`src/rtl/lvdc_arb_pkg.sv`:
```
// Shared types and helpers for the memory cycle arbiter: FSM state encoding,
// select width and a lowest-set-bit picker.
package lvdc_arb_pkg;

    typedef enum logic [1:0] {
        StIdle,
        StGo,
        StBusy,
        StDone
    } arb_state_e;

    localparam int unsigned SEL_W = 2;

    // Index of the lowest set bit; 0 when no bit is set.
    function automatic logic [SEL_W-1:0] lowest_set(input logic [3:0] vec);
        lowest_set = '0;
        for (int i = 3; i >= 0; i--) begin
            if (vec[i]) begin
                lowest_set = SEL_W'(i);
            end
        end
    endfunction

endpackage

```
`src/rtl/arb_pick.sv`:
```
// Combinational winner select: fixed-priority DMA (lowest index first) with a CPU
// override once the DMA run counter has reached its limit.
module arb_pick
    import lvdc_arb_pkg::*;
#(
    parameter int unsigned NREQ    = 2,
    parameter int unsigned RUN_W   = 2,
    parameter int unsigned MAX_RUN = 3
) (
    input  logic [NREQ-1:0]  dma_req,
    input  logic             cpu_elig,
    input  logic [RUN_W-1:0] run_cnt,
    output logic [SEL_W-1:0] win_idx,
    output logic             win_cpu,
    output logic             valid
);

    logic [3:0] req_ext;
    logic       any_dma;
    logic       cpu_turn;

    always_comb begin
        req_ext = '0;
        req_ext[NREQ-1:0] = dma_req;
    end

    assign any_dma  = |dma_req;
    assign cpu_turn = cpu_elig && (!any_dma || (run_cnt == RUN_W'(MAX_RUN)));

    assign win_cpu  = cpu_turn;
    assign win_idx  = cpu_turn ? '0 : lowest_set(req_ext);
    assign valid    = any_dma || cpu_elig;

endmodule

```
`src/rtl/mem_cycle_arbiter.sv`:
```
// Grants one memory cycle per slot strobe to the CPU or a DMA requester, times it and
// returns ack/err. Define LVDC_ARB_STATS_EN to add grant/miss statistics counters.
module mem_cycle_arbiter
    import lvdc_arb_pkg::*;
#(
    parameter int unsigned NREQ    = 2,
    parameter int unsigned ADDR_W  = 13,
    parameter int unsigned CYC_LEN = 8,
    parameter int unsigned MAX_RUN = 3
) (
    input  logic                   clk,
    input  logic                   resetn,
    input  logic                   slot,
    input  logic                   haltv,
    input  logic                   cpu_req,
    input  logic [ADDR_W-1:0]      cpu_addr,
    input  logic [NREQ-1:0]        dma_req,
    input  logic [NREQ*ADDR_W-1:0] dma_addr,
    input  logic                   ter,
    output logic                   mem_go,
    output logic [ADDR_W-1:0]      mem_addr,
    output logic                   mem_dma,
    output logic [SEL_W-1:0]       mem_sel,
    output logic                   busy,
    output logic                   cpu_ack,
    output logic [NREQ-1:0]        dma_ack,
    output logic                   err,
    output logic                   missed
`ifdef LVDC_ARB_STATS_EN
    ,
    output logic [15:0]            stat_cpu,
    output logic [15:0]            stat_dma,
    output logic [15:0]            stat_miss
`endif
);

    localparam int unsigned CNT_W = $clog2(CYC_LEN);
    localparam int unsigned RUN_W = $clog2(MAX_RUN + 1);
    localparam logic [CNT_W-1:0] CNT_LAST = CNT_W'(CYC_LEN - 2);
    localparam logic [RUN_W-1:0] RUN_MAX  = RUN_W'(MAX_RUN);

    arb_state_e        state_q, state_d;
    logic [CNT_W-1:0]  cnt_q, cnt_d;
    logic [RUN_W-1:0]  run_q, run_d;
    logic              err_q, err_d;
    logic [ADDR_W-1:0] addr_q;
    logic              dma_q;
    logic [SEL_W-1:0]  sel_q;

    logic              cpu_elig;
    logic              grant;
    logic [SEL_W-1:0]  win_idx;
    logic              win_cpu;
    logic              win_valid;
    logic [ADDR_W-1:0] win_addr;

    assign cpu_elig = cpu_req && !haltv;
    assign grant    = (state_q == StIdle) && slot && win_valid;

    arb_pick #(
        .NREQ    (NREQ),
        .RUN_W   (RUN_W),
        .MAX_RUN (MAX_RUN)
    ) u_pick (
        .dma_req  (dma_req),
        .cpu_elig (cpu_elig),
        .run_cnt  (run_q),
        .win_idx  (win_idx),
        .win_cpu  (win_cpu),
        .valid    (win_valid)
    );

    always_comb begin
        win_addr = cpu_addr;
        if (!win_cpu) begin
            for (int i = 0; i < NREQ; i++) begin
                if (win_idx == SEL_W'(i)) begin
                    win_addr = dma_addr[i*ADDR_W +: ADDR_W];
                end
            end
        end
    end

    // Fairness run: only counts DMA wins that made an eligible CPU wait.
    always_comb begin
        run_d = run_q;
        if (!cpu_elig) begin
            run_d = '0;
        end else if (grant) begin
            if (win_cpu) begin
                run_d = '0;
            end else if (run_q != RUN_MAX) begin
                run_d = run_q + RUN_W'(1);
            end
        end
    end

    always_comb begin
        state_d = state_q;
        cnt_d   = cnt_q;
        err_d   = err_q;
        unique case (state_q)
            StIdle: begin
                if (grant) begin
                    state_d = StGo;
                end
            end
            StGo: begin
                state_d = StBusy;
                cnt_d   = '0;
                err_d   = 1'b0;
            end
            StBusy: begin
                err_d = err_q || ter;
                if (cnt_q == CNT_LAST) begin
                    state_d = StDone;
                end else begin
                    cnt_d = cnt_q + CNT_W'(1);
                end
            end
            StDone: begin
                state_d = StIdle;
                err_d   = 1'b0;
            end
            default: state_d = StIdle;
        endcase
    end

    always_ff @(posedge clk or negedge resetn) begin
        if (!resetn) begin
            state_q <= StIdle;
            cnt_q   <= '0;
            run_q   <= '0;
            err_q   <= 1'b0;
            addr_q  <= '0;
            dma_q   <= 1'b0;
            sel_q   <= '0;
        end else begin
            state_q <= state_d;
            cnt_q   <= cnt_d;
            run_q   <= run_d;
            err_q   <= err_d;
            if (grant) begin
                addr_q <= win_addr;
                dma_q  <= !win_cpu;
                sel_q  <= win_idx;
            end
        end
    end

    assign mem_go   = (state_q == StGo);
    assign busy     = (state_q == StGo) || (state_q == StBusy);
    assign missed   = slot && (state_q != StIdle);
    assign cpu_ack  = (state_q == StDone) && !dma_q;
    assign err      = (state_q == StDone) && err_q;
    assign mem_addr = addr_q;
    assign mem_dma  = dma_q;
    assign mem_sel  = sel_q;

    always_comb begin
        dma_ack = '0;
        for (int i = 0; i < NREQ; i++) begin
            dma_ack[i] = (state_q == StDone) && dma_q && (sel_q == SEL_W'(i));
        end
    end

`ifdef LVDC_ARB_STATS_EN
    logic [15:0] stat_cpu_q, stat_dma_q, stat_miss_q;

    always_ff @(posedge clk or negedge resetn) begin
        if (!resetn) begin
            stat_cpu_q  <= '0;
            stat_dma_q  <= '0;
            stat_miss_q <= '0;
        end else begin
            if (grant && win_cpu && (stat_cpu_q != 16'hFFFF)) begin
                stat_cpu_q <= stat_cpu_q + 16'd1;
            end
            if (grant && !win_cpu && (stat_dma_q != 16'hFFFF)) begin
                stat_dma_q <= stat_dma_q + 16'd1;
            end
            if (missed && (stat_miss_q != 16'hFFFF)) begin
                stat_miss_q <= stat_miss_q + 16'd1;
            end
        end
    end

    assign stat_cpu  = stat_cpu_q;
    assign stat_dma  = stat_dma_q;
    assign stat_miss = stat_miss_q;
`endif

endmodule

```
`config.mk`:
```
export PLATFORM = sky130hd
export DESIGN_NAME = mem_cycle_arbiter
export DESIGN_NICKNAME = d
export VERILOG_FILES = /design/src/rtl/lvdc_arb_pkg.sv /design/src/rtl/arb_pick.sv /design/src/rtl/mem_cycle_arbiter.sv
export SDC_FILE = /design/constraint.sdc
export NUM_CORES = 1
export LEC_CHECK = 0
export CAP_MARGIN = 0
export CORE_MARGIN = 1.5
export CORE_UTILIZATION = 44
export DETAILED_ROUTE_END_ITERATION = 6
export PLACE_DENSITY = 0.88
export SLEW_MARGIN = 5
export SYNTH_ARGS = -nofsm -noshare
export SYNTH_HDL_FRONTEND = slang
export SYNTH_SLANG_ARGS = --single-unit
```
`constraint.sdc`:
```
create_clock -name clk -period 3.2 [get_ports clk]
set_input_delay 0.64 -clock clk [delete_from_list [all_inputs] [get_ports clk]]
set_output_delay 0.64 -clock clk [all_outputs]
set_load 0.005 [all_outputs]
```
==> flow_metrics.py, run 1 <==
metrics = {
    "outcome": {
        "status": "completed",
    },
    "global_route": {
        "track_usage_pct": 19.73,
        "antenna_found_initial": 0,
        "grt_pass1_vias": 1274,
        "grt_pass1_wl_um": 5278,
        "grt_max_degree": 33,
        "overflow": 0,
    },
    "power": {
        "p_seq_share_pct": 37.4,
        "p_leak_uw": 0.001018,
        "p_per_area_nw_per_um2": 619.3,
        "clock_power_share_pct": 10.4,
        "pwr-share-comb_pct": 52.2,
        "swShare_pct": 34.28,
        "vdd_drop_max_v": 0.0003305,
        "p_switching_uw": 455.9,
        "power_uw": 1330,
        "p_int_uw": 873.9,
    },
    "critical_path": {
        "crit_family": "buffers and inverters",
        "cp.arrival_ns": 1.79,
        "worst-setup-path-type": "in -> out",
        "cp_num_cells": 3,
        "worstPathMaxFanout": 2,
        "cp.required_ns": 2.56,
        "cp_common_cell": "clkdlybuf4s50_1",
        "startpoint_type": "input port",
        "critPathCaptureType": "output pin",
        "crit_slowest_cell": "clkdlybuf4s50_1",
        "cp_slowest_stage_delay_ns": 0.52,
        "reg2reg_depth": 6,
        "crit_path_cell_trace": "clkdlybuf4s50_1 -> nor2b_1 -> clkdlybuf4s50_1",
        "worst-path-buf-inv": 2,
    },
    "route": {
        "drc": 0,
        "drtIter0Drc": 24,
        "ant_nets": 0,
        "vias": 1201,
        "first_pass_iters": 4,
        "wl_per_cell_um": 13.88,
        "avgViaCountPerCell": 4.902,
        "wl_um": 3400,
    },
    "finish": {
        "drive_gt1_share_pct": 10.45,
        "nNetsFinal": 257,
        "area_growth_pct": 49.09,
        "antenna_cells": 0,
        "fillers": 244,
        "final_util_pct": 69.76,
    },
    "timing": {
        "max_freq_mhz": 411.5,
        "grt_setup_unrepaired": "no",
        "layout_min_cycle_time_ns": 2.430,
        "setup_tns_ns": 0,
        "relSlewSlack_pct": 31.57,
        "period_share_pct": 75.95,
        "finalSetupViolations": 0,
        "drv_slew": 0,
        "hold_viol_final": 0,
        "worstMarginPinSlew_ns": 1.023,
        "fin_worst_skew_ns": 0.006182,
    },
    "synthesis": {
        "synth.top_cells.by_area": "dfrtp_1 40%, mux2_4 9.4%, mux2i_1 9.0%",
        "synth_compound_area_share_pct": 12.34,
        "synth_fa_ha_area_share_pct": 6.950,
        "synth_commonest_cells": "23 x dfrtp_1, 21 x nand2_1, 13 x mux2i_1",
        "syn_area_per_cell_um2": 10.67,
        "ys.flop_type": "dfrtp_1",
        "ys_ff_latch": 23,
        "synth_area_um2": 1440,
        "synth.largest_area_cell": "dfrtp_1",
        "ys_types": 33,
        "ys_seq_area_share_pct": 39.97,
        "synth_nets": 190,
        "synth_most_common_cell": "dfrtp_1",
        "synthSimpleGateAreaFrac_pct": 13.29,
        "yosysWarnings": 0,
        "synthDominantCellAreaShare_pct": 39.97,
        "synthMuxAreaShare_pct": 22.33,
        "synth_xor_area_share_pct": 0,
        "synth_edf_count": 0,
        "synth_top_family_by_area": "multiplexers",
        "async_flop_share_pct": 100.0,
        "synthCells": 135,
    },
    "die": {
        "die-width_um": 60.21,
        "io_pins": 70,
        "design.core.area_um2": 3078,
        "die_h_um": 60.21,
        "floorplan.initialDensity_pct": 46.79,
        "die_area_um2": 3625,
        "num_rows": 20,
    },
    "placed_design": {
        "dp_hpwl_um": 2764,
        "io_buffers": 68,
        "gp_congestion": 0.7164,
    },
    "cts": {
        "holdBufCountCts": 0,
        "cts_setup_buffers": 0,
        "root_buffer": "clkbuf_4",
        "cts_max_level": 1,
        "clk_pin_slew_ns": 0.12,
        "post_cts_resized": 0,
        "clockBufferDepth": 2,
        "clkLatencyLatePin_ns": 0.31,
        "clkSinkCount": 23,
        "cts_buffers": 3,
        "cts_tree": "built",
    },
    "hold_path": {
        "hold_class": "reg -> reg",
        "holdPathStages": 2,
    },
    "job": {
        "max-cap-violations": 0,
    },
}
-- cell usage in the layout, fill, tap and decap left out, types with 3 or more instances in the layout --
| master | n |
|---|---|
| nand2_1 | 21 |
| ha_1 | 8 |
| o21ai_0 | 7 |
| mux2i_1 | 13 |
| inv_1 | 4 |
| o21ai_1 | 10 |
| nor2_1 | 3 |
| mux2_2 | 4 |
| nor2b_1 | 3 |
| clkbuf_4 | 3 |
| mux2_4 | 9 |
| nand3_1 | 3 |
| clkdlybuf4s50_1 | 68 |
| dfrtp_1 | 23 |
-- sequential cells by signal (all words and copies together) (netlist names) --
| name | cells |
|---|---|
| state_q | 2 |
| mem_addr | 13 |
| err_q | 1 |
| mem_dma | 1 |
| mem_sel | 1 |
| cnt_q | 3 |
| run_q | 2 |
-- power groups by stage --
stage          logic, uW  registers [uW]  clock network [uW]
6_report             694             498                 138
3_3_place_gp         664             494                   0
5_1_grt              765             515                 152
4_1_cts              705             499                 137
2_1_floorplan        332             499                   0
3_5_place_dp         702             505                   0
-- area by class of cell --
class | count | area [um2] | share of cell area (%)
multi-input cells | 102 | 794.5 | 37.00
inverters | 4 | 15.01 | 0.6993
clock buffers | 4 | 26.28 | 1.224
flip-flops and latches | 23 | 575.6 | 26.81
well taps | 44 | 55.05 | 2.564
repair buffers | 68 | 680.7 | 31.70
-- worst min-delay path: stages (launching register included) --
cell     delay [ns]
dfrtp_1        0.36
nand2_1        0.04
o21ai_0        0.06
-- cells by family (layout without fill, tap and decap cells) --
logic type                 after synthesis  in the layout
AOI/OAI and AO/OA                       27             27
DFF                                     23             23
other                                    1              1
and+or+nand+nor                         39             39
buffers and inverters                   10             76
muxes                                   27             27
adders and majority gates                8              8
-- worst paths after layout --
| kind | from | end | slack [ns] |
|---|---|---|---|
| max in group asynchronous | resetn | cnt_q[2] | 1.71 |
| min | mem_addr[10] | mem_addr[10] | 0.50 |
| max | slot | missed | 0.77 |
| min reg2reg | mem_addr[10] | mem_addr[10] | 0.50 |
| max reg2reg | state_q[0] | state_q[1] | 1.30 |
| min in group asynchronous | resetn | mem_addr[9] | 0.87 |
-- metal layers --
metal | vias up | global-route usage (%) | part of all wire (%)
met3 | 2 | 4.329 | 7.0
met1 | 555 | 19.57 | 37
met2 | 44 | 39.29 | 56
li1 | 600 | - | -
met4 | 0 | 6.667 | 0.50
met5 | - | 0 | 0
-- per-stage QoR --
step / worst slack (ns) / hold WS [ns] / area, um2 / instances
after CTS: 0.7545 / 0.5086 / 2147 / 245
after detailed placement: 0.7545 / 0.4786 / 2121 / 241
after global routing: 0.6757 / 0.5364 / 2147 / 245
after global placement: 0.8298 / 0.4628 / 2121 / 241
after floorplan: 1.592 / 0.3444 / 1440 / 135
final: 0.7696 / 0.4994 / 2147 / 245
Power figures use the tool's default switching activity.
==> run 2: changes to the inputs <==
Settings changed: CORE_UTILIZATION 44 to 40, PLACE_DENSITY 0.88 to 0.81.
Clock period 3.2 ns to 2.4 ns, I/O delays scaled along.
==> run 2 against run 1 <==
Against the previous run:
- flip-flop and latch count unchanged
- sequential power is 35% higher
- combinational power up 34%
- total power increased by 34%
- final cell count is 1.6% higher
- first-iteration DRC count up 25%
- register-to-register slack lost 0.82 ns
- core utilization down 5.9 points
- clock power increased by 30%
- clock-buffer cell count is the same
- sequential share of layout area decreased by 0.22 points
- largest cell class unchanged
==> flow_metrics.py, run 2 (synthesized netlist as in run 1, its figures left out) <==
metrics = {
    "finish": {
        "multiInputGateArea_um2": 794.5,
        "largest_reg_flops": 13,
        "layout_common_cells": "68 x clkdlybuf4s50_1, 23 x dfrtp_1, 21 x nand2_1",
        "antenna_cells": 0,
        "fillers": 287,
        "regArea_um2": 575.6,
        "drive_gt1_share_pct": 11.33,
        "nNetsFinal": 259,
        "final_common_cell": "clkdlybuf4s50_1",
        "area_growth_pct": 50.30,
        "fin_cells": 249,
    },
    "route": {
        "vias": 1221,
        "wl_um": 3508,
        "ant_nets": 0,
        "first_pass_iters": 4,
        "drtIter0Drc": 30,
        "drc": 0,
        "avgViaCountPerCell": 4.904,
        "wl_per_cell_um": 14.09,
    },
    "global_route": {
        "grt_pass1_wl_um": 5796,
        "grt_pass1_vias": 1304,
        "antenna_found_initial": 0,
        "grt_max_degree": 33,
        "track_usage_pct": 18.70,
        "overflow": 0,
    },
    "timing": {
        "hold_viol_final": 0,
        "max_freq_mhz": 455.7,
        "finalSetupViolations": 0,
        "setup_tns_ns": 0,
        "fin_worst_skew_ns": 0.009075,
        "period_share_pct": 91.44,
        "drv_slew": 0,
        "layout_min_cycle_time_ns": 2.194,
        "grt_setup_unrepaired": "no",
    },
    "placed_design": {
        "place_inst": 245,
        "gp_congestion": 0.6887,
        "dp_hpwl_um": 2892,
        "io_buffers": 68,
    },
    "cts": {
        "cts_setup_buffers": 0,
        "cts_max_level": 1,
        "clockBufferDepth": 2,
        "clkLatencyLatePin_ns": 0.31,
        "clk_pin_slew_ns": 0.13,
        "post_cts_resized": 0,
        "cts_buffers": 3,
        "root_buffer": "clkbuf_4",
        "clkSinkCount": 23,
        "holdBufCountCts": 0,
        "cts_tree": "built",
    },
    "critical_path": {
        "worstPathMaxFanout": 4,
        "startpoint": "state_q[0]",
        "cp_slowest_stage_delay_ns": 0.50,
        "reg2reg_depth": 6,
        "cp-endpoint": "missed",
        "rrSetupSlack_ns": 0.48,
        "r2r_start": "state_q[0]",
        "startpoint_type": "register",
        "cp.arrival_ns": 1.71,
        "crit_path_cell_trace": "inv_1 -> ha_1 -> nor2b_1 -> clkdlybuf4s50_1",
        "crit_slowest_cell": "clkdlybuf4s50_1",
        "r2r_end": "state_q[1]",
        "critPathCaptureType": "output pin",
        "worst-setup-path-type": "reg -> out",
        "cp.required_ns": 1.92,
    },
    "power": {
        "vdd_drop_max_v": 0.0004629,
        "p_leak_uw": 0.001027,
        "p_per_area_nw_per_um2": 822.7,
    },
    "die": {
        "design.core.area_um2": 3390,
        "die-width_um": 63,
        "floorplan.initialDensity_pct": 42.49,
        "num_rows": 21,
        "io_pins": 70,
        "die_area_um2": 3969,
        "die_h_um": 63,
    },
    "job": {
        "max-cap-violations": 0,
    },
    "outcome": {
        "status": "completed",
    },
    "hold_path": {
        "hold_class": "reg -> reg",
    },
}
==> run 2: worst min-delay path by stage <==
stage / startpoint / slack (ns) / end / cells after the start
2_1_floorplan: resetn / 0.18 / cnt_q[0] / 0
3_3_place_gp: err_q / 0.46 / err_q / 1
3_5_place_dp: err_q / 0.47 / err_q / 1
4_1_cts: err_q / 0.50 / err_q / 1
5_1_grt: err_q / 0.52 / err_q / 1
6_report: mem_addr[11] / 0.50 / mem_addr[11] / 2
==> run 2: routing by layer <==
metal | up-vias | track usage [%] | wire length, um
met5 | - | 0 | 0
met4 | 0 | 5.833 | 61
met3 | 8 | 5.045 | 190
met2 | 37 | 36.57 | 2015
met1 | 577 | 18.82 | 1241
li1 | 599 | - | -
==> run 2: power by group <==
group          internal [uW]  leakage (uW)  switching [uW]  total (uW)
logic                    551      0.000722             380         931
clock network           65.0     0.0000150             115         180
registers                552      0.000290             118         670
==> run 2: critical path, delay by kind of cell (launching register included) <==
family	cells	cell delay (ns)
AND/OR/NAND/NOR	1	0.12
buffers and inverters	2	0.60
flip-flops	1	0.42
adder cells (fa/ha/maj)	1	0.26
==> run 2: cell type report <==
| class | count | area share, % |
|---|---|---|
| Tap cell | 46 | 2.659 |
| Clock buffer | 4 | 1.214 |
| Multi-Input combinational cell | 102 | 36.71 |
| Inverter | 4 | 0.6936 |
| Sequential cell | 23 | 26.59 |
| Timing Repair Buffer | 70 | 32.14 |
==> run 2: through the flow <==
stage                     hold slack, ns  worst slack, ns  utilization, %  area [um2]  power [uW]
after floorplan                   0.1844           0.7923               -        1440        1107
after global placement            0.4640           0.3266           63.09        2138        1560
after detailed placement          0.4726           0.2645           63.09        2138        1621
after CTS                         0.5010           0.1963           63.86        2165        1800
after global routing              0.5197           0.1168           63.86        2165        1921
final                             0.4975           0.2055           63.86        2165        1781
==> run 3: changes to the inputs <==
Settings changed: CORE_ASPECT_RATIO from default to 0.7.
==> run 3 against run 2 <==
Against the previous run:
- total power is 1.9% higher
- die area is 0.15% higher
- via count is 2.8% lower
- routed wire length is 10% lower
- critical path depth stayed put
- critical endpoint unchanged
- largest power group unchanged
- highest routed layer unchanged
==> flow_metrics.py, run 3 (synthesized netlist as in run 1, its figures left out) <==
metrics = {
    "outcome": {
        "status": "completed",
    },
    "timing": {
        "max_freq_mhz": 469.3,
        "worst_slack_ns": 0.2690,
        "worstMarginPinSlew_ns": 0.5976,
        "grt_setup_unrepaired": "no",
        "relSlewSlack_pct": 60.01,
        "hold_viol_final": 0,
        "setup_tns_ns": 0,
        "drv_slew": 0,
        "fin_worst_skew_ns": 0.0009583,
        "finalSetupViolations": 0,
        "layout_min_cycle_time_ns": 2.131,
        "period_share_pct": 88.79,
    },
    "critical_path": {
        "startpoint_type": "register",
        "worstPathMaxFanout": 4,
        "crit_family": "buffers and inverters",
        "crit_slowest_cell": "clkdlybuf4s50_1",
        "worst-setup-path-type": "reg -> out",
        "cp_slowest_stage_delay_ns": 0.50,
        "cp.required_ns": 1.92,
        "crit_path_cell_trace": "inv_1 -> ha_1 -> nor2b_1 -> clkdlybuf4s50_1",
        "cp.arrival_ns": 1.65,
        "critPathCaptureType": "output pin",
        "worst-path-buf-inv": 2,
    },
    "global_route": {
        "grt_max_degree": 24,
        "track_usage_pct": 18.12,
        "antenna_found_initial": 0,
        "grt_pass1_vias": 1195,
        "grt_pass1_wl_um": 5285,
        "overflow": 0,
    },
    "cts": {
        "root_buffer": "clkbuf_8",
        "clk_pin_slew_ns": 0.08,
        "clockBufferDepth": 2,
        "cts_buffers": 3,
        "cts_setup_buffers": 0,
        "clkSinkCount": 23,
        "clkLatencyLatePin_ns": 0.26,
        "cts_tree": "built",
        "cts_max_level": 1,
        "holdBufCountCts": 0,
        "post_cts_resized": 0,
    },
    "die": {
        "num_rows": 18,
        "io_pins": 70,
        "die-width_um": 74.72,
        "die_area_um2": 3975,
        "design.core.area_um2": 3491,
        "floorplan.initialDensity_pct": 41.25,
        "die_h_um": 53.20,
    },
    "route": {
        "vias": 1187,
        "ant_nets": 0,
        "wl_per_cell_um": 12.43,
        "avgViaCountPerCell": 4.692,
        "wl_um": 3146,
        "drtIter0Drc": 45,
        "first_pass_iters": 4,
        "drc": 0,
    },
    "placed_design": {
        "dpl_worst_slack_ns": 0.3188,
        "gp_congestion": 0.7528,
        "io_buffers": 68,
        "dp_hpwl_um": 2543,
    },
    "finish": {
        "drive_gt1_share_pct": 11.33,
        "final_common_cell": "clkdlybuf4s50_1",
        "final_util_pct": 62.69,
        "area_growth_pct": 51.95,
        "antenna_cells": 0,
        "fillers": 278,
        "largest_reg_flops": 13,
        "layout_common_cells": "68 x clkdlybuf4s50_1, 23 x dfrtp_1, 21 x nand2_1",
        "nNetsFinal": 259,
    },
    "power": {
        "vdd_drop_max_v": 0.0004691,
        "p_per_area_nw_per_um2": 829.1,
        "p_leak_uw": 0.001035,
    },
    "hold_path": {
        "hold_class": "reg -> reg",
    },
    "job": {
        "max-cap-violations": 0,
    },
}
run 3: final cells by class:
cell class              count  area [um2]  share of cell area, %
multi-input cells         102       794.5                  36.31
repair buffers             70       695.7                  31.79
flip-flops and latches     23       575.6                  26.30
well taps                  50       62.56                  2.859
clock buffers               4       45.04                  2.058
inverters                   4       15.01                 0.6861
run 3: layer usage:
metal / global-route usage, % / share of wire (%) / routed length, um / vias up
met5: 0 / 0 / 0 / -
met4: 4.545 / 0.86 / 27 / 0
met3: 6.095 / 7.6 / 240 / 4
met2: 32.74 / 50 / 1578 / 43
met1: 20.62 / 41 / 1299 / 541
li1: - / - / - / 599
run 3: power breakdown:
| group | switching [uW] | internal, uW |
|---|---|---|
| combinational | 356 | 553 |
| clock | 118 | 118 |
| sequential | 115 | 554 |
run 3: metrics by stage:
step	std cells	cell area, um2	total power [uW]	hold slack [ns]
global placement	249	2143	1555	0.4645
global route	253	2188	1985	0.5161
floorplan	135	1440	1107	0.1844
finish	253	2188	1814	0.4939
detailed placement	249	2143	1598	0.4718
CTS	253	2188	1844	0.4981
run 3: worst register-to-register path: stages (launching register included):
cell and delay (ns):
dfrtp_1 0.42, inv_1 0.12, ha_1 0.24, nand2_1 0.15, a21o_4 0.28, a21boi_2 0.17, mux2_1 0.33
run 3: path summary, 6_finish.rpt:
kind,from,endpoint,slack [ns],cells past startpoint
worst max-delay path,state_q[0],missed,0.27,4
worst min-delay path,mem_addr[2],mem_addr[2],0.49,2
worst max register to register,state_q[0],state_q[1],0.58,6
worst min register to register,mem_addr[2],mem_addr[2],0.49,2
max in group asynchronous,resetn,mem_addr[8],1.61,2
min in group asynchronous,resetn,mem_addr[11],0.56,2
